## src/rtl/csr_access_sequencer_pkg.sv

```systemverilog
// Shared encodings for the CSR access sequencer: FSM states, CSR address fields, privilege levels.
package csr_access_sequencer_pkg;

    typedef enum logic [2:0] {
        ST_IDLE    = 3'd0,
        ST_TRAP_WR = 3'd1,
        ST_READ    = 3'd2,
        ST_CAPTURE = 3'd3,
        ST_WRITE   = 3'd4,
        ST_RESP    = 3'd5
    } seq_state_t;

    localparam int CSR_PRIV_LSB = 8;
    localparam int CSR_PRIV_MSB = 9;
    localparam int CSR_RO_LSB   = 10;
    localparam int CSR_RO_MSB   = 11;
    localparam logic [1:0] CSR_RO_CODE = 2'b11;

    localparam logic [1:0] PRIV_U = 2'b00;
    localparam logic [1:0] PRIV_S = 2'b01;
    localparam logic [1:0] PRIV_M = 2'b11;

    // Access is illegal when the CSR needs more privilege than we hold, or a modify hits a read-only CSR.
    function automatic logic csr_access_illegal(input logic [11:0] addr,
                                                input logic [1:0]  priv_lvl,
                                                input logic        modifies);
        return (addr[CSR_PRIV_MSB:CSR_PRIV_LSB] > priv_lvl) ||
               (modifies && (addr[CSR_RO_MSB:CSR_RO_LSB] == CSR_RO_CODE));
    endfunction

endpackage

```

## src/rtl/csr_rmw_unit.sv

```systemverilog
// Combinational new-value computation for CSR read-modify-write; write beats set beats clear.
module csr_rmw_unit #(
    parameter int unsigned DATA_WIDTH = 32
) (
    input  logic [DATA_WIDTH-1:0] old_val,
    input  logic [DATA_WIDTH-1:0] wdata,
    input  logic                  op_wr,
    input  logic                  op_set,
    input  logic                  op_clr,
    output logic [DATA_WIDTH-1:0] new_val
);

    always_comb begin
        new_val = old_val;
        if (op_wr) begin
            new_val = wdata;
        end else if (op_set) begin
            new_val = old_val | wdata;
        end else if (op_clr) begin
            new_val = old_val & ~wdata;
        end
    end

endmodule

```

## src/rtl/csr_access_sequencer.sv

```systemverilog
// CSR read-modify-write sequencer arbitrating the CSR file between pipe ops and trap writes (traps win).
// Latency from accept: RMW 4, write-only 2, no-op/illegal 1 cycle; pipe stalls until pipe_done, traps wait for IDLE.
// Optional privilege/read-only checking is enabled by defining CSR_SEQ_PRIV_CHECK_EN.
module csr_access_sequencer
    import csr_access_sequencer_pkg::*;
#(
    parameter int unsigned CORE            = 0,
    parameter int unsigned DATA_WIDTH      = 32,
    parameter int unsigned SCAN_CYCLES_MIN = 0,
    parameter int unsigned SCAN_CYCLES_MAX = 1000
) (
    input  logic                  clock,
    input  logic                  reset,
    input  logic                  pipe_valid,
    output logic                  pipe_ready,
    input  logic                  CSR_read_en,
    input  logic                  CSR_write_en,
    input  logic                  CSR_set_en,
    input  logic                  CSR_clear_en,
    input  logic [11:0]           pipe_addr,
    input  logic [DATA_WIDTH-1:0] pipe_wdata,
    input  logic [1:0]            priv,
    output logic                  pipe_done,
    output logic [DATA_WIDTH-1:0] pipe_rdata,
    output logic                  pipe_illegal,
    output logic                  stall,
    input  logic                  trap_valid,
    input  logic [11:0]           trap_addr,
    input  logic [DATA_WIDTH-1:0] trap_wdata,
    output logic                  trap_ready,
    output logic                  csr_rd_en,
    output logic [11:0]           csr_rd_addr,
    input  logic [DATA_WIDTH-1:0] csr_rd_data,
    output logic                  csr_wr_en,
    output logic [11:0]           csr_wr_addr,
    output logic [DATA_WIDTH-1:0] csr_wr_data,
    input  logic                  scan
);

    seq_state_t            state_q, state_d;
    logic                  op_rd_q, op_rd_d, op_wr_q, op_wr_d;
    logic                  op_set_q, op_set_d, op_clr_q, op_clr_d;
    logic                  ill_q, ill_d;
    logic [11:0]           addr_q, addr_d;
    logic [DATA_WIDTH-1:0] wdata_q, wdata_d, old_q, old_d;
    logic                  pipe_done_q, pipe_done_d, pipe_illegal_q, pipe_illegal_d;
    logic [DATA_WIDTH-1:0] pipe_rdata_q, pipe_rdata_d;
    logic                  csr_rd_en_q, csr_rd_en_d, csr_wr_en_q, csr_wr_en_d;
    logic [11:0]           csr_rd_addr_q, csr_rd_addr_d, csr_wr_addr_q, csr_wr_addr_d;
    logic [DATA_WIDTH-1:0] csr_wr_data_q, csr_wr_data_d;
    logic [31:0]           cycle_q, cycle_d;
    logic                  scan_hit_q, scan_hit_d;

    logic                  accept_trap, accept_pipe, illegal;
    logic [DATA_WIDTH-1:0] new_val;

    assign accept_trap = (state_q == ST_IDLE) & trap_valid & ~reset;
    assign accept_pipe = (state_q == ST_IDLE) & pipe_valid & ~trap_valid & ~reset;

`ifdef CSR_SEQ_PRIV_CHECK_EN
    assign illegal = csr_access_illegal(pipe_addr, priv, CSR_write_en | CSR_set_en | CSR_clear_en);
`else
    assign illegal = 1'b0;
`endif

    // Fed with next-state operands so the write data can be registered alongside csr_wr_en.
    csr_rmw_unit #(.DATA_WIDTH(DATA_WIDTH)) u_rmw (
        .old_val (old_d),
        .wdata   (wdata_d),
        .op_wr   (op_wr_d),
        .op_set  (op_set_d),
        .op_clr  (op_clr_d),
        .new_val (new_val)
    );

    always_comb begin
        state_d  = state_q;
        op_rd_d  = op_rd_q;
        op_wr_d  = op_wr_q;
        op_set_d = op_set_q;
        op_clr_d = op_clr_q;
        ill_d    = ill_q;
        addr_d   = addr_q;
        wdata_d  = wdata_q;
        old_d    = old_q;
        case (state_q)
            ST_IDLE: begin
                if (accept_trap) begin
                    state_d  = ST_TRAP_WR;
                    {op_rd_d, op_wr_d, op_set_d, op_clr_d} = 4'b0000;
                    ill_d    = 1'b0;
                    addr_d   = trap_addr;
                    wdata_d  = trap_wdata;
                    old_d    = '0;
                end else if (accept_pipe) begin
                    {op_rd_d, op_wr_d, op_set_d, op_clr_d} = {CSR_read_en, CSR_write_en, CSR_set_en, CSR_clear_en};
                    ill_d    = illegal;
                    addr_d   = pipe_addr;
                    wdata_d  = pipe_wdata;
                    old_d    = '0;
                    if (illegal) begin
                        state_d = ST_RESP;
                    end else if (CSR_read_en | CSR_set_en | CSR_clear_en) begin
                        state_d = ST_READ;
                    end else if (CSR_write_en) begin
                        state_d = ST_WRITE;
                    end else begin
                        state_d = ST_RESP;
                    end
                end
            end
            ST_TRAP_WR: state_d = ST_IDLE;
            ST_READ:    state_d = ST_CAPTURE;
            ST_CAPTURE: begin
                old_d   = csr_rd_data;
                state_d = ST_WRITE;
            end
            ST_WRITE:   state_d = ST_RESP;
            ST_RESP:    state_d = ST_IDLE;
            default:    state_d = ST_IDLE;
        endcase

        // Outputs are registered: decode them from the state being entered.
        csr_rd_en_d    = (state_d == ST_READ);
        csr_rd_addr_d  = csr_rd_en_d ? addr_d : 12'h000;
        csr_wr_en_d    = (state_d == ST_TRAP_WR) |
                         ((state_d == ST_WRITE) & (op_wr_d | op_set_d | op_clr_d));
        csr_wr_addr_d  = csr_wr_en_d ? addr_d : 12'h000;
        csr_wr_data_d  = '0;
        if (state_d == ST_TRAP_WR) begin
            csr_wr_data_d = wdata_d;
        end else if (csr_wr_en_d) begin
            csr_wr_data_d = new_val;
        end
        pipe_done_d    = (state_d == ST_RESP);
        pipe_rdata_d   = (pipe_done_d & op_rd_d) ? old_d : '0;
        pipe_illegal_d = pipe_done_d & ill_d;

        cycle_d    = cycle_q + 32'd1;
        scan_hit_d = scan & ((cycle_q - SCAN_CYCLES_MIN) <= (SCAN_CYCLES_MAX - SCAN_CYCLES_MIN));
    end

    always_ff @(posedge clock or posedge reset) begin
        if (reset) begin
            state_q        <= ST_IDLE;
            op_rd_q        <= 1'b0;
            op_wr_q        <= 1'b0;
            op_set_q       <= 1'b0;
            op_clr_q       <= 1'b0;
            ill_q          <= 1'b0;
            addr_q         <= 12'h000;
            wdata_q        <= '0;
            old_q          <= '0;
            pipe_done_q    <= 1'b0;
            pipe_rdata_q   <= '0;
            pipe_illegal_q <= 1'b0;
            csr_rd_en_q    <= 1'b0;
            csr_rd_addr_q  <= 12'h000;
            csr_wr_en_q    <= 1'b0;
            csr_wr_addr_q  <= 12'h000;
            csr_wr_data_q  <= '0;
            cycle_q        <= 32'd0;
            scan_hit_q     <= 1'b0;
        end else begin
            state_q        <= state_d;
            op_rd_q        <= op_rd_d;
            op_wr_q        <= op_wr_d;
            op_set_q       <= op_set_d;
            op_clr_q       <= op_clr_d;
            ill_q          <= ill_d;
            addr_q         <= addr_d;
            wdata_q        <= wdata_d;
            old_q          <= old_d;
            pipe_done_q    <= pipe_done_d;
            pipe_rdata_q   <= pipe_rdata_d;
            pipe_illegal_q <= pipe_illegal_d;
            csr_rd_en_q    <= csr_rd_en_d;
            csr_rd_addr_q  <= csr_rd_addr_d;
            csr_wr_en_q    <= csr_wr_en_d;
            csr_wr_addr_q  <= csr_wr_addr_d;
            csr_wr_data_q  <= csr_wr_data_d;
            cycle_q        <= cycle_d;
            scan_hit_q     <= scan_hit_d;
        end
    end

    assign pipe_ready   = accept_pipe;
    assign trap_ready   = accept_trap;
    assign stall        = pipe_valid & ~pipe_done_q & ~reset;
    assign pipe_done    = pipe_done_q;
    assign pipe_rdata   = pipe_rdata_q;
    assign pipe_illegal = pipe_illegal_q;
    assign csr_rd_en    = csr_rd_en_q;
    assign csr_rd_addr  = csr_rd_addr_q;
    assign csr_wr_en    = csr_wr_en_q;
    assign csr_wr_addr  = csr_wr_addr_q;
    assign csr_wr_data  = csr_wr_data_q;

    // Scan-window qualifier for the debug tap; no functional fanout.
    logic scan_unused;
    assign scan_unused = scan_hit_q ^ (^priv) ^ (CORE != 0);

endmodule
```

## config.mk

```make
export PLATFORM = sky130hd
export DESIGN_NAME = csr_access_sequencer
export DESIGN_NICKNAME = d
export VERILOG_FILES = /design/src/rtl/csr_access_sequencer_pkg.sv /design/src/rtl/csr_rmw_unit.sv /design/src/rtl/csr_access_sequencer.sv
export SDC_FILE = /design/constraint.sdc
export NUM_CORES = 1
export LEC_CHECK = 0
export BUFFER_PORTS_ARGS = -buffer_cell sky130_fd_sc_hd__buf_4
export CAP_MARGIN = 20
export CORE_MARGIN = 4
export CORE_UTILIZATION = 51
export DETAILED_ROUTE_END_ITERATION = 7
export PLACE_DENSITY = 0.81
export SLEW_MARGIN = 10
export SYNTH_ARGS = -nofsm -noshare
export SYNTH_HDL_FRONTEND = slang
export SYNTH_SLANG_ARGS = --single-unit
```

## constraint.sdc

```tcl
create_clock -name clock -period 6.06 [get_ports clock]
set_input_delay 0.303 -clock clock [delete_from_list [all_inputs] [get_ports clock]]
set_output_delay 0.303 -clock clock [all_outputs]
set_load 0.01 [all_outputs]
```

; ---- After elaboration in Yosys (flattened, before gate mapping)
; Cells that the tools add are included.
; Widths: inputs -> output; s select.
[totals]
ff_bits = 176
latchBits = 0
ram_bits = 0
mem_bits_ro = 0
out_inout_bits = 95
wordCells = 83
n_memories = 0
[classes]
n_addsub = 0
mul = 0
n_div = 0
magnitude_cmp = 0
n_eq_ne = 7
shifts = 0
muxes = 37
bitwise = 21
n_reduce_logical = 1
[ops]
columns = operator, count
row1 = $mux 32, 11
row2 = $pmux 32 s2, 1
row3 = $mux 12, 5
row4 = $and 32x32->32, 1
row5 = $not 32->32, 1
row6 = $or 32x32->32, 1
row7 = $mux 1, 16
row8 = $pmux 3 s4, 1
row9 = $and 1x1->1, 10
row10 = $eq 3x2->1 const B, 3
row11 = $eq 3x3->1 const B, 3
row12 = $mux 3, 3
row13 = $or 1x1->1, 5
row14 = $eq 3x1->1 const B, 1
row15 = $logic_not 3->1, 1
row16 = $not 1->1, 3

; ---- Longest topological paths before layout
; Gate-level depths: netlist (run 1).
[logic_depth]
word_depth = 14
mapped_depth = 10
ltp_nobuf = 5

; ---- Modules after synthesis
; A second synthesis (run 1) with hierarchy kept.
[hier_totals]
cells_unflattened = 644
hier_area_um2 = 7378.3
[by_module_without_submodules]
columns = module, n_inst, cells_each, area_each_um2, seq_area_each_um2
row1 = csr_access_sequencer, 1, 568, 6852.8, 4404.2
row2 = csr_rmw_unit, 1, 76, 525.5, 0.0

; ---- Worst setup path after synthesis (run 1)
; No wires, ideal clock.
[synth_path]
path_kind = flip-flop to flip-flop
startpoint = register state_q[1]
endpoint = register csr_wr_addr_q[10] (netlist: csr_wr_addr[10])
t_arrival_ps = 2244
required_ps = 5936
slack_ps = 3692
path_stages_with_launch = 10
path_buffers = 4
path_cell_list = dfrtp_1 > buf_6 > or3_1 > clkbuf_1 > or4_1 > a311oi_1 > o31a_1 > buf_6 > buf_6 > nor2_1
[synth_between]
elab_chain_cells = 12
word_cells_on_any_way = 31
cone_classes = eq/ne: 5 / mux: 16 / bitwise: 9 / reduce/logical: 1
[synth_rtl]
columns = item, line_no
row1 = from (decl), csr_access_sequencer.sv:40  ; seq_state_t state_q, state_d;
row2 = from (signal assigned), csr_access_sequencer.sv:165  ; state_q <= state_d;
row3 = branches (longest 11 deep; another with $pmux 3 s4), -
row4 = $mux 12 (*), csr_access_sequencer.sv:128  ; csr_wr_addr_d = csr_wr_en_d ? addr_d : 12'h000;
row5 = net csr_wr_addr_d[10], csr_access_sequencer.sv:49  ; logic [11:0] csr_rd_addr_q, csr_rd_addr_d, csr_wr_addr_q, csr_wr_addr_d;
row6 = to (signal assigned), csr_access_sequencer.sv:180  ; csr_wr_addr_q <= csr_wr_addr_d;
row7 = to (decl), csr_access_sequencer.sv:49
; Mark *: on every way through the listed nets, which the timed path passes.

; ---- Worst setup path in the final report (run 1)
[layout_path]
startpoint = register state_q[0]
endpoint = register pipe_rdata_q[31] (netlist: pipe_rdata[31])
[layout_between]
elab_chain_cells = 10
word_cells_on_any_way = 21
cone_classes = eq/ne: 4 / mux: 10 / bitwise: 6 / reduce/logical: 1
[layout_rtl]
columns = item, line_no
row1 = $logic_not 3->1, "csr_access_sequencer.sv:57, csr_access_sequencer.sv:58, csr_access_sequencer.sv:86"
row2 = $and 1x1->1 (3 in series), csr_access_sequencer.sv:58  ; assign accept_pipe = (state_q == ST_IDLE) & pipe_valid & ~trap_valid & ~reset;
row3 = $mux 3, csr_access_sequencer.sv:95  ; end else if (accept_pipe) begin
row4 = $mux 3, csr_access_sequencer.sv:88  ; if (accept_trap) begin
row5 = $pmux 3 s4, csr_access_sequencer.sv:86  ; case (state_q)
row6 = $eq 3x3->1, csr_access_sequencer.sv:135  ; pipe_done_d = (state_d == ST_RESP);
row7 = $and 1x1->1, csr_access_sequencer.sv:136  ; pipe_rdata_d = (pipe_done_d & op_rd_d) ? old_d : '0;
row8 = $mux 32 (*), csr_access_sequencer.sv:136
row9 = net pipe_rdata_d[31], csr_access_sequencer.sv:47  ; logic [DATA_WIDTH-1:0] pipe_rdata_q, pipe_rdata_d;
row10 = to (signal assigned), csr_access_sequencer.sv:175  ; pipe_rdata_q <= pipe_rdata_d;
row11 = to (decl), csr_access_sequencer.sv:47
; Mark *: on every way through the listed nets, which the timed path passes. The rest lies on a longest branch.

==> summary.txt, run 1 <==
Run status
  – Status: complete, no violations

Clocking
  – H-tree depth: 4
  – Clock root buffer: clkbuf_16
  – Worst-Skew Late Latency: 0.41 ns
  – Worst-path clk slew: 0.06 ns
  – CTS sink cnt: 176
  – CTS resizes: 0
  – CTS buffer count: 17
  – CTS tree: yes
  – CTS Buffer Depth: 2
  – # Post-CTS Setup Buffers: 0

GRT
  – Overall global routing resource usage: 25.0%
  – Initial antenna violation count: 0
  – First-pass GRT wire length: 31.8 mm
  – GRT Residual Overflow: 0
  – Number of global-route vias before repair: 6139
  – Largest net degree at the start of global routing: 115

Worst setup path
  – Worst endpoint required time: 6.39 ns
  – Reg2reg start: state_q[0]
  – Worst EP arrival: 4.06 ns
  – CP startpoint kind: register
  – CP endpoint kind: register
  – CP startpoint: state_q[0]
  – R2R Setup Slk: 2.33 ns
  – Worst r2r path cells: 6
  – R2r endpoint: pipe_rdata[31]
  – Worst-path maximum fanout: 45
  – Worst Path Class, Setup: register to register

Yosys
  – Post-synthesis area per instance: 11.2 sq um
  – Synth warnings: 0
  – FFs w/ async S/R, synth: 100%
  – Post-synth EDFFs: 0
  – Synth cell types: 42
  – Sequential share of the synthesized area: 61.7%
  – Syn Nets: 771
  – Mapped Cells: 640
  – Synth Flop Type: dfrtp_1
  – Post-synthesis register bit count: 176
  – Synthesized area: 7140 sq um

Finish
  – FILL cells: 968
  – Antenna diodes: 0
  – Post-route insts no fill: 1027
  – Final core occ: 70.9%
  – Syn-to-layout area delta: 33.7%
  – Layout cells sized above 1: 36.1%
  – Final #Nets: 969

STA
  – Worst-margin pin slew: 1.03 ns
  – RSZ-0062 raised after global routing: no
  – Period utilization: 61.6%
  – Fin. max-slew vios: 0
  – Hold Vio Cnt, Final: 0
  – Max Fclk: 268 MHz
  – Final clock skew: 0.00543 ns
  – Setup WS post-layout: 2.33 ns
  – Setup TNS: 0 ns
  – Final Setup Violations: 0
  – Final min period: 3.73 ns
  – Relative slew margins: 31.6%

Drt
  – Total Wirelength: 20.1 mm
  – First-pass DRT Iterations: 5
  – DRT antenna net count: 0
  – DR iter-0 viols: 465
  – Drt via density: 5.70
  – Via Count: 5856
  – WL/cell: 19.6 um
  – # DRC: 0

Die
  – DIE WIDTH: 126 um
  – Die Span Y: 126 um
  – CORE AREA: 13500 sq um
  – Starting Density: 53.1%
  – Top-Level Pins: 226
  – Row count: 42
  – Full die area: 16000 sq um

Place
  – Hpwl dp: 12.8 mm
  – PortBufs: 222
  – Placed Cells: 991
  – Pre-CTS setup slack: 2.42 ns
  – RePlAce Congestion: 0.839

Pwr
  – Power Dens Cells: 460 nW/um^2
  – Worst vdd ir: 0.200 mV
  – Pwr Total: 4.39 mW
  – Leak pwr: 4.85 nW

Min path
  – Hold path start: csr_rd_data[29]
  – Hold worst-path end: old_q[29]
  – Hold WC Path Type: primary input to register
  – Hold depth: 3

Job
  – Total of max-cap violations: 0
-- synthesized netlist by cell type, types with 6 or more instances --
library cell	count	area [sq um]
dfrtp_1	176	4400
nor2_1	64	240
inv_1	48	180
nand2_1	39	146
a21oi_1	35	175
clkbuf_1	35	131
o21ai_0	33	165
or3_1	33	206
a211o_1	31	272
a2bb2oi_1	31	272
o221a_2	31	349
o22ai_1	14	87.6
o21bai_1	13	97.6
buf_2	12	60.1
buf_6	6	67.6
-- repair_timing --
action | 4_1_cts | 5_1_grt
hold endpoints to repair | 0 | 42
hold buffers | 0 | 1
setup endpoints to repair | 0 | 0
-- cell families after synthesis --
group                  Yosys count  synth area share (%)
multiplexers                     1                 0.140
AND/OR/NAND/NOR                159                  10.6
AO/OA/AOI/OAI                  198                  21.1
flip-flops                     176                  61.7
buffers and inverters          106                  6.47
-- routing by layer --
| metal | wire, um | track usage, % | vias to the layer above |
|---|---|---|---|
| li1 | - | - | 2651 |
| met1 | 7940 | 31.1 | 2888 |
| met2 | 9980 | 41.4 | 288 |
| met3 | 1880 | 8.11 | 29 |
| met4 | 348 | 9.15 | 0 |
| met5 | 0 | 0 | - |
-- cell type report --
class | count | area [sq um] | share of cell area, %
Clock buffer | 20 | 447 | 4.68
Clock inverter | 12 | 158 | 1.65
Inverter | 50 | 193 | 2.02
Multi-Input combinational cell | 358 | 2300 | 24.2
Sequential cell | 176 | 4400 | 46.2
Tap cell | 176 | 220 | 2.31
Timing Repair Buffer | 235 | 1810 | 19.0
-- state kept, by name, summed over array words and instances, names as in the netlist --
name          count
pipe_done         1
addr_q           12
old_q            32
csr_rd_en         1
pipe_illegal      1
wdata_q          32
state_q           3
op_clr_q          1
op_set_q          1
op_rd_q           1
ill_q             1
csr_wr_en         1
op_wr_q           1
csr_wr_addr      12
pipe_rdata       32
csr_rd_addr      12
csr_wr_data      32
-- placed cells by master, fill, tap and decap left out, types with 3 or more instances in the layout --
cell type	synthesis	final
buf_4	1	231
dfrtp_1	176	176
nor2_1	64	63
inv_1	48	47
nand2_1	39	39
a21oi_1	35	35
or3_1	33	33
o21ai_0	33	33
a2bb2oi_1	31	31
o221a_2	31	31
a211o_1	31	31
clkbuf_16	0	17
o21bai_1	13	13
o22ai_1	14	13
inv_6	0	4
or4_1	3	3
nor3b_1	3	3
or3b_2	3	3
nor3_1	3	3
clkinvlp_4	0	3
bufinv_16	0	3
-- per-stage QoR --
| stage | hold slack, ns | area (sq um) |
|---|---|---|
| floorplan | 0.434 | 7140 |
| global placement | 0.487 | 8860 |
| detailed placement | 0.504 | 8860 |
| CTS | 0.108 | 9460 |
| global route | 0.118 | 9540 |
| finish | 0.128 | 9540 |
-- worst max-delay path: stages (launching register included) --
cell     delay [ns]
dfrtp_1        0.51
or3_1          0.16
buf_4          0.33
or2_2          0.87
inv_2          0.55
or3b_2         0.94
a21oi_1        0.24
-- power breakdown --
part	internal (mW)	leakage [nW]	switching [mW]	total [mW]
Combinational	0.661	2.27	0.934	1.60
Clock	0.663	0.287	0.449	1.11
Sequential	1.54	2.29	0.142	1.68
Total	2.86	4.85	1.52	4.39
-- how the worst max path moves through the flow --
stage | cells after the start | end | slack [ns]
after floorplan | 1 | addr_q[0] | 0.98
after CTS | 6 | pipe_rdata[31] | 2.40
after global routing | 6 | pipe_rdata[31] | 2.14
after detailed placement | 6 | pipe_rdata[31] | 2.42
after global placement | 6 | pipe_rdata[31] | 2.50
final | 6 | pipe_rdata[31] | 2.33
(Power assumes the default switching activity.)
==> run 2, diff against run 1 <==
--- a/config.mk
+++ b/config.mk
@@ -8,9 +8,9 @@
 export BUFFER_PORTS_ARGS = -buffer_cell sky130_fd_sc_hd__buf_4
 export CAP_MARGIN = 20
 export CORE_MARGIN = 4
-export CORE_UTILIZATION = 51
+export CORE_UTILIZATION = 46
 export DETAILED_ROUTE_END_ITERATION = 7
-export PLACE_DENSITY = 0.81
+export PLACE_DENSITY = 0.77
 export SLEW_MARGIN = 10
 export SYNTH_ARGS = -nofsm -noshare
 export SYNTH_HDL_FRONTEND = slang
==> constraint.sdc (replaced) <==
create_clock -name clock -period 3.2 [get_ports clock]
set_input_delay 0.16 -clock clock [delete_from_list [all_inputs] [get_ports clock]]
set_output_delay 0.16 -clock clock [all_outputs]
set_load 0.01 [all_outputs]
==> run 2 against run 1 <==
Effect of this change:
- via count up 1.4%
- routed wire length up 2.9%
- first-iteration DRC count down 31%
- non-clock buffer count up 34
- worst hold slack worse by 0.11 ns
- critical path depth unchanged
- cell area up 3.6%
- combinational power up 92%
- sequential share of layout area down 1.6 points
- cell count up 4.5%
==> summary.txt, run 2 (synthesis gave the netlist of run 1 again) <==
Pwr
  – Power Dens Cells: 853 nW/um^2 (was 460 nW/um^2)
  – Worst vdd ir: 0.459 mV (was 0.200 mV)
  – Leak pwr: 5.00 nW (was 4.85 nW)

Die
  – Die Span Y: 133 um (was 126 um)
  – DIE WIDTH: 133 um (was 126 um)
  – CORE AREA: 15200 sq um (was 13500 sq um)
  – Full die area: 17600 sq um (was 16000 sq um)
  – Top-Level Pins: 226 (unchanged)
  – Row count: 45 (was 42)
  – Starting Density: 47.0% (was 53.1%)

Job
  – Total of max-cap violations: 0 (unchanged)

STA
  – Setup WS post-layout: 0.316 ns (was 2.33 ns)
  – RSZ-0062 raised after global routing: no (unchanged)
  – Setup TNS: 0 ns (unchanged)
  – Relative slew margins: 41.5% (was 31.6%)
  – Max Fclk: 347 MHz
  – Worst-margin pin slew: 0.877 ns (was 1.03 ns)
  – Hold Vio Cnt, Final: 0 (unchanged)
  – Hold WS: 0.0185 ns (was 0.128 ns)
  – Final clock skew: 0.00981 ns (was 0.00543 ns)
  – Final Setup Violations: 0 (unchanged)
  – Fin. max-slew vios: 0 (unchanged)
  – Period utilization: 90.1%
  – Final min period: 2.88 ns

Clocking
  – Worst-Skew Late Latency: 0.42 ns (was 0.41 ns)
  – Worst-path clk slew: 0.06 ns (about the same)
  – CTS Buffer Depth: 2 (unchanged)
  – CTS sink cnt: 176 (unchanged)
  – CTS buffer count: 17 (unchanged)
  – Clock root buffer: clkbuf_16 (unchanged)
  – H-tree depth: 4 (unchanged)
  – CTS tree: yes (unchanged)

GRT
  – M2 GR Usage: 38.0% (was 41.4%)
  – GRT Residual Overflow: 0 (unchanged)
  – Initial antenna violation count: 1 (was 0)
  – Met3 Use GR: 6.62% (was 8.11%)
  – Busiest grt layer: met2 (unchanged)
  – First-pass GRT wire length: 32.5 mm (was 31.8 mm)
  – Number of global-route vias before repair: 6073 (was 6139)
  – Global routing usage on met1: 31.1% (about the same)
  – Overall global routing resource usage: 23.4% (was 25.0%)
  – Largest net degree at the start of global routing: 78 (was 115)

Drt
  – Total Wirelength: 20.7 mm (was 20.1 mm)
  – DR iter-0 viols: 319 (was 465)
  – WL/cell: 19.3 um (was 19.6 um)
  – DRT antenna net count: 0 (unchanged)
  – First-pass DRT Iterations: 4 (was 5)
  – Via Count: 5940 (was 5856)
  – # DRC: 0 (unchanged)
  – Drt via density: 5.54 (was 5.70)

Place
  – PortBufs: 222 (unchanged)
  – Hpwl dp: 13.1 mm (was 12.8 mm)
  – Pre-CTS setup slack: 0.207 ns (was 2.42 ns)
  – RePlAce Congestion: 0.831 (was 0.839)

Worst setup path
  – CP endpoint kind: output port (was register)
  – CP startpoint kind: register (unchanged)
  – CP Cell Sequence: or3_1 -> buf_4 -> or2_4 -> inv_2 -> buf_4 -> buf_4 (was or3_1 -> buf_4 -> or2_2 -> inv_2 -> or3b_2 -> a21oi_1)
  – Most common cell on crit path: buf_4
  – Worst endpoint required time: 3.04 ns (was 6.39 ns)
  – Crit path max-delay family: buffers and inverters (was simple AND/OR/NAND/NOR gates)
  – Worst Path Class, Setup: register to output port (was register to register)
  – Slowest-stage cell, CP: dfrtp_1 (was or3b_2)
  – Worst-path maximum fanout: 37 (was 45)
  – Worst EP arrival: 2.72 ns (was 4.06 ns)
  – Crit path largest cell delay: 0.47 ns (was 0.94 ns)
  – CP bufs+invs: 4 (was 2)

Finish
  – Layout cells sized above 1: 35.6% (was 36.1%)
  – Final #Nets: 1003 (was 969)
  – Antenna diodes: 0 (unchanged)
  – Most common cell after layout, fill and taps aside: buf_4 (unchanged)
  – Final core occ: 65.0% (was 70.9%)
  – Syn-to-layout area delta: 38.4% (was 33.7%)
  – Commonest non-fill, non-tap cells in the layout: buf_4 (239), dfrtp_1 (176), nor2_1 (63), inv_1 (47), nand2_1 (39) (was buf_4 (231), dfrtp_1 (176), nor2_1 (63), inv_1 (47), nand2_1 (39))

Run status
  – Status: complete, no violations (unchanged)

Min path
  – Hold WC Path Type: primary input to register (unchanged)
==> run 2: through the flow <==
| stage | cell area (sq um) | power (mW) | std cells |
|---|---|---|---|
| floorplan | 7140 | 5.14 | 640 |
| global placement | 8970 | 6.12 | 1013 |
| detailed placement | 8970 | 6.22 | 1013 |
| CTS | 9880 | 8.45 | 1073 |
| global route | 9880 | 8.90 | 1073 |
| finish | 9880 | 8.42 | 1073 |
==> run 2: report_power, final <==
group / total (mW) / leakage [nW] / switching (mW) / internal (mW)
clock: 2.18 / 0.305 / 0.889 / 1.29
combinational: 3.08 / 2.40 / 1.78 / 1.30
sequential: 3.16 / 2.29 / 0.248 / 2.91
total: 8.42 / 5.00 / 2.92 / 5.50
==> run 2: area by class of cell <==
class,instances,area (sq um)
tap,188,235
inverter,50,191
clock buffer,20,457
fill,1183,5320
sequential,176,4400
timing repair buffer,269,2110
clock inverter,12,170
multi-input combinational,358,2310
==> run 2: worst register-to-register path: stages (launching register included) <==
cell and delay, ns:
dfrtp_1 0.47, or3_1 0.44, buf_4 0.20, or2_0 0.22, buf_4 0.21, mux2i_1 0.16
or3b_2 0.82, a21oi_1 0.28
==> run 2: metal layers <==
layer  wire length, um  up-vias
met1              8990     2945
met2             10000      259
met3              1420       19
li1                  -     2717
met4               284        0
met5                 0        -
==> run 2: path summary, 6_finish.rpt <==
check / slack (ns) / end / startpoint / depth (start not counted)
setup / recovery: 0.32 / trap_ready / state_q[1] / 6
hold / removal: 0.02 / old_q[16] / csr_rd_data[16] / 3
setup reg to reg: 0.32 / pipe_rdata[31] / state_q[1] / 7
hold reg to reg: 0.51 / addr_q[5] / addr_q[5] / 2
max in group asynchronous: 1.94 / csr_wr_data[16] / reset / 4
min in group asynchronous: 0.44 / csr_rd_addr[0] / reset / 3
==> run 2: what timing repair did <==
action | CTS | global route
setup endpoints to repair | 0 | 1
gates resized for setup | 0 | 1
hold endpoints to repair | 53 | 0
hold buffers | 28 | 0
buffers inserted | 0 | 0
==> run 3, diff against run 2 <==
--- a/config.mk
+++ b/config.mk
@@ -10,7 +10,7 @@
 export CORE_MARGIN = 4
 export CORE_UTILIZATION = 46
 export DETAILED_ROUTE_END_ITERATION = 7
-export PLACE_DENSITY = 0.77
+export PLACE_DENSITY_LB_ADDON = 0.25
 export SLEW_MARGIN = 10
 export SYNTH_ARGS = -nofsm -noshare
 export SYNTH_HDL_FRONTEND = slang
==> run 3 against run 2 <==
Effect of this change:
- sequential share of layout area shrank 0.27 points
- routed wire length grew 0.25%
- clock power shrank 4%
- power shrank 0.73%
- utilization grew 0.40 points
- flip-flop and latch count is the same
- die area is the same
- cell area grew 0.61%
- combinational power is essentially flat
- worst hold slack gained 0.0057 ns
- fmax shrank 3.3%
- largest cell class unchanged
==> summary.txt, run 3 (synthesis gave the netlist of run 1 again) <==
Drt
  – # DRC: 0 (unchanged)
  – DRT antenna net count: 0 (unchanged)
  – Drt via density: 5.57 (was 5.54)
  – Via Count: 6011 (was 5940)
  – DR iter-0 viols: 329 (was 319)
  – WL/cell: 19.2 um (was 19.3 um)
  – First-pass DRT Iterations: 5 (was 4)
  – Total Wirelength: 20.8 mm (was 20.7 mm)

STA
  – RSZ-0062 raised after global routing: no (unchanged)
  – Worst-margin pin slew: 0.957 ns (was 0.877 ns)
  – Setup TNS: 0 ns (unchanged)
  – Relative slew margins: 36.2% (was 41.5%)
  – Fin. max-slew vios: 0 (unchanged)
  – Max Fclk: 335 MHz (was 347 MHz)
  – Final min period: 2.98 ns (was 2.88 ns)
  – Final clock skew: 0.0124 ns (was 0.00981 ns)
  – Setup WS post-layout: 0.217 ns (was 0.316 ns)
  – Hold Vio Cnt, Final: 0 (unchanged)
  – Final Setup Violations: 0 (unchanged)
  – Period utilization: 93.2% (was 90.1%)

Place
  – RePlAce Congestion: 0.859 (was 0.831)
  – PortBufs: 222 (unchanged)
  – Pre-CTS setup slack: 0.426 ns (was 0.207 ns)
  – Placed inst area: 9010 sq um (was 8970 sq um)
  – Placed Cells: 1015 (was 1013)
  – Hpwl dp: 13.4 mm (was 13.1 mm)

GRT
  – Overall global routing resource usage: 23.4% (about the same)
  – Number of global-route vias before repair: 6232 (was 6073)
  – Initial antenna violation count: 0 (was 1)
  – First-pass GRT wire length: 32.9 mm (was 32.5 mm)
  – GRT Residual Overflow: 0 (unchanged)
  – Largest net degree at the start of global routing: 171 (was 78)

Worst setup path
  – Reg2reg start: state_q[0] (was state_q[1])
  – Worst EP arrival: 2.82 ns (was 2.72 ns)
  – Worst-path maximum fanout: 35 (was 37)
  – CP startpoint kind: register (unchanged)
  – Worst endpoint required time: 3.04 ns (about the same)
  – CP startpoint: state_q[1] (unchanged)
  – R2r endpoint: pipe_rdata[31] (unchanged)
  – Capture point of the worst path: trap_ready (unchanged)
  – R2R Setup Slk: 0.38 ns (was 0.32 ns)
  – Worst r2r path cells: 5 (was 7)
  – Worst Path Class, Setup: register to output port (unchanged)
  – CP endpoint kind: output port (unchanged)

Clocking
  – Worst-Skew Late Latency: 0.42 ns (about the same)
  – CTS tree: yes (unchanged)
  – CTS resizes: 0 (unchanged)
  – CTS Buffer Depth: 2 (unchanged)
  – CTS buffer count: 17 (unchanged)
  – H-tree depth: 4 (unchanged)
  – Worst-path clk slew: 0.06 ns (about the same)
  – CTS sink cnt: 176 (unchanged)
  – Clock root buffer: clkbuf_16 (unchanged)

Finish
  – Post-route insts no fill: 1080 (was 1073)
  – Commonest non-fill, non-tap cells in the layout: buf_4 (239), dfrtp_1 (176), nor2_1 (63), inv_1 (47), nand2_1 (39) (unchanged)
  – Layout cells sized above 1: 35.7% (was 35.6%)
  – Final #Nets: 1010 (was 1003)
  – Antenna diodes: 0 (unchanged)
  – Final Cell Area: 9940 sq um (was 9880 sq um)
  – Most common cell after layout, fill and taps aside: buf_4 (unchanged)
  – Syn-to-layout area delta: 39.2% (was 38.4%)
  – FILL cells: 1176 (was 1183)

Pwr
  – Power Dens Cells: 841 nW/um^2 (was 853 nW/um^2)
  – Leak pwr: 5.02 nW (was 5.00 nW)
  – Worst vdd ir: 0.485 mV (was 0.459 mV)
  – Power Internal: 5.47 mW (was 5.50 mW)
  – Switch Pwr: 2.89 mW (was 2.92 mW)
  – Gate power share: 37.1% (was 36.6%)
  – Clock share of power: 25.0% (was 25.9%)
  – Share of power burned in registers: 37.9% (was 37.5%)
  – Switching Share: 34.6% (was 34.7%)

Die
  – Row count: 45 (unchanged)
  – Full die area: 17600 sq um (unchanged)
  – Top-Level Pins: 226 (unchanged)
  – DIE WIDTH: 133 um (unchanged)
  – Die Span Y: 133 um (unchanged)
  – CORE AREA: 15200 sq um (unchanged)
  – Starting Density: 47.0% (unchanged)

Run status
  – Status: complete, no violations (unchanged)

Min path
  – Hold WC Path Type: primary input to register (unchanged)

Job
  – Total of max-cap violations: 0 (unchanged)
==> run 3: how the worst min path moves through the flow <==
stage	from	end	slack [ns]	cells after the start
2_1_floorplan	CSR_set_en	op_set_q	0.29	2
3_3_place_gp	reset	addr_q[7]	0.13	2
3_5_place_dp	reset	addr_q[7]	0.13	2
4_1_cts	CSR_set_en	op_set_q	0.00008	3
5_1_grt	csr_rd_data[31]	old_q[31]	0.05	3
6_report	csr_rd_data[31]	old_q[31]	0.02	3
==> run 3: through the flow <==
stage	util (%)	hold WS (ns)	power [mW]
global placement	59.3	0.128	6.15
global route	65.4	0.0466	8.84
finish	65.4	0.0241	8.36
CTS	65.3	0.0000823	8.40
detailed placement	59.3	0.131	6.26
floorplan	-	0.291	5.14
==> run 3: layout make-up <==
type	instances	area [sq um]	area share [%]
clock buffer	20	467	4.70
clock inverter	12	133	1.33
inverter	50	191	1.93
multi-input combinational	358	2300	23.2
sequential	176	4400	44.3
tap	188	235	2.37
timing repair buffer	276	2200	22.2
==> run 3: power by group through the flow <==
stage	Sequential [mW]	Combinational, mW	Clock [mW]
after floorplan	3.21	1.92	0
after CTS	3.17	3.11	2.12
after global routing	3.23	3.39	2.22
after detailed placement	3.20	3.06	0
final	3.17	3.10	2.09
after global placement	3.18	2.97	0
==> run 3: repair_timing <==
item	4_1_cts	5_1_grt
setup buffers	0	0
hold buffers	32	1
endpoints found under the hold margin	37	1
==> run 3: per-layer routing <==
| metal | part of all wire [%] | GRT usage [%] | up-vias |
|---|---|---|---|
| met2 | 50 | 39.0 | 289 |
| met4 | 2.4 | 9.12 | 0 |
| li1 | - | - | 2730 |
| met3 | 6.9 | 5.32 | 38 |
| met5 | 0 | 0 | - |
| met1 | 41 | 30.0 | 2954 |
==> run 3: worst max-delay path: stages (launching register included) <==
cell	delay (ns)
dfrtp_1	0.47
or3_1	0.56
or2_2	0.67
inv_2	0.13
buf_4	0.37
buf_4	0.20
